$ cat src/rtl/instr_encoder_loader.sv
// RV32I instruction encoder and imem program loader: takes symbolic fields over
// valid/ready, encodes them and writes one machine word per accepted instruction.
module instr_encoder_loader #(
  parameter int unsigned ADDR_W    = 6,
  parameter int unsigned BASE_ADDR = 0
) (
  input  logic              clk,
  input  logic              reset,
  input  logic              start,
  input  logic              in_valid,
  output logic              in_ready,
  input  logic [3:0]        in_op,
  input  logic [4:0]        in_rd,
  input  logic [4:0]        in_rs1,
  input  logic [4:0]        in_rs2,
  input  logic [31:0]       in_imm,
  input  logic              in_last,
  output logic              mem_we,
  output logic [ADDR_W-1:0] mem_addr,
  output logic [31:0]       mem_wdata,
  output logic              busy,
  output logic              done,
  output logic              error,
  output logic [1:0]        err_code,
  output logic [ADDR_W:0]   word_count
);

  localparam logic [ADDR_W-1:0] BaseAddr = ADDR_W'(BASE_ADDR);
  localparam logic [ADDR_W+1:0] Capacity = (ADDR_W+2)'(2 ** ADDR_W);

  typedef enum logic [2:0] {StIdle, StAccept, StWrite, StDone, StErr} state_e;

  state_e              state_q, state_d;
  logic [ADDR_W-1:0]   addr_q, addr_d;
  logic [31:0]         wdata_q, wdata_d;
  logic [1:0]          code_q, code_d;
  logic [ADDR_W:0]     count_q, count_d;
  logic                last_q, last_d;

  logic [31:0]         enc;
  logic                chk_err;
  logic [1:0]          chk_code;
  logic                fits12, fits13, fits21;
  logic [ADDR_W:0]     count_inc;
  logic                full;

  // Sign-extension tests: all bits above the signed field must match its sign bit.
  assign fits12 = (&in_imm[31:11]) | ~(|in_imm[31:11]);
  assign fits13 = (&in_imm[31:12]) | ~(|in_imm[31:12]);
  assign fits21 = (&in_imm[31:20]) | ~(|in_imm[31:20]);

  always_comb begin
    enc      = '0;
    chk_err  = 1'b0;
    chk_code = 2'd0;
    case (in_op)
      4'd0: begin
        enc = {in_imm[11:0], in_rs1, 3'b010, in_rd, 7'b0000011};
        if (!fits12) begin chk_err = 1'b1; chk_code = 2'd1; end
      end
      4'd1: begin
        enc = {in_imm[11:5], in_rs2, in_rs1, 3'b010, in_imm[4:0], 7'b0100011};
        if (!fits12) begin chk_err = 1'b1; chk_code = 2'd1; end
      end
      4'd2: begin
        enc = {in_imm[12], in_imm[10:5], in_rs2, in_rs1, 3'b000, in_imm[4:1], in_imm[11],
               7'b1100011};
        if (!fits13) begin
          chk_err = 1'b1; chk_code = 2'd1;
        end else if (in_imm[0]) begin
          chk_err = 1'b1; chk_code = 2'd2;
        end
      end
      4'd3: begin
        enc = {in_imm[20], in_imm[10:1], in_imm[11], in_imm[19:12], in_rd, 7'b1101111};
        if (!fits21) begin
          chk_err = 1'b1; chk_code = 2'd1;
        end else if (in_imm[0]) begin
          chk_err = 1'b1; chk_code = 2'd2;
        end
      end
      4'd4, 4'd5, 4'd6, 4'd7: begin
        enc = {in_imm[11:0], in_rs1, 3'b000, in_rd, 7'b0010011};
        case (in_op)
          4'd5:    enc[14:12] = 3'b010;
          4'd6:    enc[14:12] = 3'b111;
          4'd7:    enc[14:12] = 3'b110;
          default: enc[14:12] = 3'b000;
        endcase
        if (!fits12) begin chk_err = 1'b1; chk_code = 2'd1; end
      end
      4'd8: begin
        enc = {in_imm[31:12], in_rd, 7'b0110111};
        if (in_imm[11:0] != 12'd0) begin chk_err = 1'b1; chk_code = 2'd2; end
      end
      default: begin
        chk_err  = 1'b1;
        chk_code = 2'd0;
      end
    endcase
  end

  assign count_inc = count_q + 1'b1;
  assign full      = ((ADDR_W+2)'(BaseAddr) + (ADDR_W+2)'(count_inc)) >= Capacity;

  always_comb begin
    state_d = state_q;
    addr_d  = addr_q;
    wdata_d = wdata_q;
    code_d  = code_q;
    count_d = count_q;
    last_d  = last_q;
    case (state_q)
      StIdle, StDone, StErr: begin
        if (start) begin
          state_d = StAccept;
          addr_d  = BaseAddr;
          count_d = '0;
          code_d  = 2'd0;
        end
      end
      StAccept: begin
        if (in_valid) begin
          if (chk_err) begin
            code_d  = chk_code;
            state_d = StErr;
          end else begin
            wdata_d = enc;
            last_d  = in_last;
            state_d = StWrite;
          end
        end
      end
      StWrite: begin
        addr_d  = addr_q + 1'b1;
        count_d = count_inc;
        if (last_q) begin
          state_d = StDone;
        end else if (full) begin
          code_d  = 2'd3;
          state_d = StErr;
        end else begin
          state_d = StAccept;
        end
      end
      default: state_d = StIdle;
    endcase
  end

  always_ff @(posedge clk) begin
    if (reset) begin
      state_q <= StIdle;
      addr_q  <= BaseAddr;
      wdata_q <= '0;
      code_q  <= 2'd0;
      count_q <= '0;
      last_q  <= 1'b0;
    end else begin
      state_q <= state_d;
      addr_q  <= addr_d;
      wdata_q <= wdata_d;
      code_q  <= code_d;
      count_q <= count_d;
      last_q  <= last_d;
    end
  end

  assign in_ready   = (state_q == StAccept);
  assign mem_we     = (state_q == StWrite);
  assign busy       = (state_q == StAccept) || (state_q == StWrite);
  assign done       = (state_q == StDone);
  assign error      = (state_q == StErr);
  assign mem_addr   = addr_q;
  assign mem_wdata  = wdata_q;
  assign err_code   = code_q;
  assign word_count = count_q;

endmodule

$ cat config.mk
export PLATFORM = sky130hd
export DESIGN_NAME = instr_encoder_loader
export DESIGN_NICKNAME = d
export VERILOG_FILES = /design/src/rtl/instr_encoder_loader.sv
export SDC_FILE = /design/constraint.sdc
export NUM_CORES = 1
export LEC_CHECK = 0
export BUFFER_PORTS_ARGS = -buffer_cell sky130_fd_sc_hd__buf_2
export CAP_MARGIN = 20
export CORE_UTILIZATION = 32
export DETAILED_ROUTE_END_ITERATION = 16
export PLACE_DENSITY = 0.64
export REMOVE_ABC_BUFFERS = 1
export SLEW_MARGIN = 20
export SYNTH_ARGS = -nofsm -noshare
export SYNTH_HDL_FRONTEND = slang
export SYNTH_SLANG_ARGS = --single-unit
$ cat constraint.sdc
create_clock -name clk -period 2.6 [get_ports clk]
set_input_delay 0.52 -clock clk [delete_from_list [all_inputs] [get_ports clk]]
set_output_delay 0.52 -clock clk [all_outputs]
set_load 0.02 [all_outputs]
==> metrics.md <==
| Metric | Value |
|---|---|
| CP cell instances | `nor2b_1, nand2b_1, inv_1, buf_2` |
| Mean cell area of the mapped netlist | `roughly 7.7 um^2` |
| Ys flop type | `dfxtp_1` |
| Worst Skew | `slightly above 0.004 ns` |
| Final Power | `1.75 mW` |
| Kind of cell adding the most delay to the critical path | `buffers and inverters` |
| Slew @ Worst Pin | `0.634 ns` |
| Grt total ovfl | `0` |
| Remaining DRCs | `0` |
| Area delta synth->final | `27.7%` |
| Synth Instances | `between 400 and 500` |
| Pwr/cell area | `423 nW/um^2` |
| WP buf/inv | `2` |
| Final worst path period share | `0.906` |
| Routed via count | `3781` |
| Critical path launch point type | `flop` |
| Vias in the first global route | `around 3500` |
| Slew Limit Fails | `0` |
| Port Buf Inserts | `107` |
| Worst slack, placed | `0.129 ns` |
| Initial core utilization | `0.330` |
| Post-route cell area | `4140 um^2` |
| #FFs+latches synth | `50` |
| Die ar. | `10500 um^2` |
| Largest net degree at the start of global routing | `30` |
| Fin crit period | `about 2.4 ns` |
| Synth Area in Adders | `0.00772` |
| # diodes | `0` |
| Slowest stage delay, CP | `approximately 0.53 ns` |
| Clock root buffer master | `clkbuf_8` |
| WL/cell | `16.3 um` |
| Outcome | `finished clean` |
| CTS clk-pin slew, worst paths | `around 0.10 ns` |
| RSZ-0062 raised after global routing | `false` |
| Total CTS buffers | `5` |
| Hold Vio Cnt, Final | `0` |
| All-Layer GR Usage | `0.204` |
| Fin nets | `about 600` |
| Max-capacitance violation count | `0` |
| Die Y | `103 um` |
| Initial DRC count | `170` |
| Post-synth ARST share | `0` |
| Crit path arrival time | `1.84 ns` |
| Clk sink count | `50` |
| Post-DP HPWL | `~8300 um` |
| Synth Area in XOR/XNOR | `0.00540` |
| Synth cell types | `54` |
| Boundary Pins | `108` |
| Via density | `roughly 5.7` |
| # setup viols final | `0` |
| Slowest CP cell | `dfxtp_1` |
| Largest family of logic cells by synthesized area | `compound AO/OA/AOI/OAI gates` |
| F_max | `425 MHz` |
| Routability cong. | `0.876` |
| CP required | `2.08 ns` |
| Antenna-violating nets left | `0` |
| Post-CTS resize count | `0` |
| WS Path Type | `flop to output pin` |
| Setup bufs post-CTS | `0` |
| Die Width | `103 um` |
| # H-tree levels | `2` |
| Share of cells above drive strength 1 | `0.309` |
| Post-Synth Simple-Gate Area | `0.253` |
| Compound-Gate Fraction of Synth Area | `0.348` |
| Initial antenna violation count | `0` |
| Area after DPL | `~4000 um^2` |
| Relative slew slack | `0.576` |
| Hold buffer count at cts | `0` |
| Clk buf depth | `2` |
| Synth Cell Area | `3240 um^2` |
| Clock latency on the worst-skew pair | `0.30 ns` |
| Post-synthesis mux area share | `0.00656` |
| Maximum VDD drop | `between 0.2 and 0.25 mV` |
| Core Box Area | `9820 um^2` |
| Global-route wire length before repair | `around 17000 um` |
| Static leakage | `1.73 nW` |
| CTS tree | `yes` |
| EDFF count, synth | `0` |
| Final setup margin | `between 0.2 and 0.25 ns` |
| CP endpoint kind | `output pin` |
| Worst-path maximum fanout | `12` |
| Final WL | `10800 um` |
| Seq/Total Area, Yosys | `0.309` |
| Rows | `36` |
| Worst Hold Class | `primary input to flop` |
| Synth Warn # | `0` |
| Drt pass-1 iters | `4` |
==> report_power, final <==
part	total, mW	switching (mW)	internal, mW
clock network	0.553	0.269	0.284
registers	0.792	0.0130	0.779
logic	0.406	0.246	0.160
==> path summary, 6_finish.rpt <==
check	start	to	slack [ns]	cells past startpoint
worst max-delay path	state_q[1]	mem_we	0.24	4
worst min-delay path	in_last	last_q	0.47	3
worst max register to register	state_q[0]	err_code[0]	0.41	7
worst min register to register	mem_wdata[25]	mem_wdata[25]	0.47	2
==> cell usage after synthesis (4+ instances only) <==
master,instances,share of area
nor4_1,7,0.014
nand3b_1,6,0.014
nand2b_1,4,0.0077
o31ai_1,31,0.072
buf_2,9,0.014
o21ai_0,16,0.025
nand2_1,19,0.022
a31oi_1,5,0.0096
a22o_1,21,0.057
clkbuf_1,25,0.029
nor2_1,31,0.036
a21o_1,6,0.014
nand3_1,9,0.014
nand4_1,32,0.062
nor3_1,6,0.0093
and3_1,4,0.0077
a22oi_1,9,0.021
a222oi_1,4,0.012
dfxtp_1,50,0.31
inv_1,9,0.010
a21oi_1,58,0.090
nor2b_1,9,0.017
a211oi_1,5,0.012
==> worst min-delay path, cell delays in order <==
cell	delay (ns)
buf_2	0.10
nand4_1	0.06
a21oi_1	0.06
==> flip-flops by register name (all words and copies together), names as in the netlist <==
name and flops:
mem_addr 6, err_code 2, state_q 3, mem_wdata 31
word_count 7, last_q 1
==> metal layers <==
| metal | vias up | part of all wire | GRT usage |
|---|---|---|---|
| li1 | 1836 | - | - |
| met1 | 1773 | 0.46 | 0.278 |
| met2 | 156 | 0.45 | 0.339 |
| met3 | 16 | 0.072 | 0.0305 |
| met4 | 0 | 0.013 | 0.0462 |
| met5 | - | 0 | 0 |
==> per-stage QoR <==
step | hold slack (ns) | utilization | setup TNS, ns | instances
6_report | 0.470 | 0.422 | 0 | 661
5_1_grt | 0.499 | 0.422 | 0 | 661
4_1_cts | 0.469 | 0.422 | 0 | 661
3_5_place_dp | 0.460 | 0.411 | 0 | 653
3_3_place_gp | 0.455 | 0.411 | 0 | 653
2_1_floorplan | 0.461 | - | -8.73 | 380
==> placed cells by master (no fill, tap or decap), types with 4 or more instances in the layout <==
| master | Yosys | final |
|---|---|---|
| o21ai_0 | 16 | 16 |
| and3_1 | 4 | 4 |
| dfxtp_1 | 50 | 50 |
| a222oi_1 | 4 | 4 |
| nand4_1 | 32 | 32 |
| nand2_1 | 19 | 19 |
| clkbuf_8 | 0 | 5 |
| buf_2 | 9 | 107 |
| a22o_1 | 21 | 21 |
| a31oi_1 | 5 | 4 |
| a211oi_1 | 5 | 5 |
| nor4_1 | 7 | 7 |
| nand3_1 | 9 | 9 |
| nand2b_1 | 4 | 4 |
| nor2_1 | 31 | 31 |
| o31ai_1 | 31 | 31 |
| inv_1 | 9 | 9 |
| nand3b_1 | 6 | 6 |
| nor2b_1 | 9 | 9 |
| a22oi_1 | 9 | 9 |
| buf_4 | 2 | 31 |
| nor3_1 | 6 | 6 |
| a21o_1 | 6 | 6 |
| a21oi_1 | 58 | 58 |
==> cell families (layout without fill, tap and decap cells) <==
| logic type | count (synthesis) | count (layout) |
|---|---|---|
| AOI/OAI and AO/OA | 169 | 169 |
| and+or+nand+nor | 145 | 145 |
| DFF | 50 | 50 |
| buffers and inverters | 50 | 158 |
| adders and majority gates | 2 | 2 |
| xor gates and xnor gates | 2 | 2 |
| muxes | 2 | 2 |
==> cell type report <==
class,instances,area (um^2)
fillers,1036,5680
inverters,10,37.5
well taps,133,166
clock inverters,3,40.0
clock buffers,5,68.8
flip-flops and latches,50,1000
multi-input cells,320,2020
repair buffers,140,808
(Power assumes the default switching activity.)
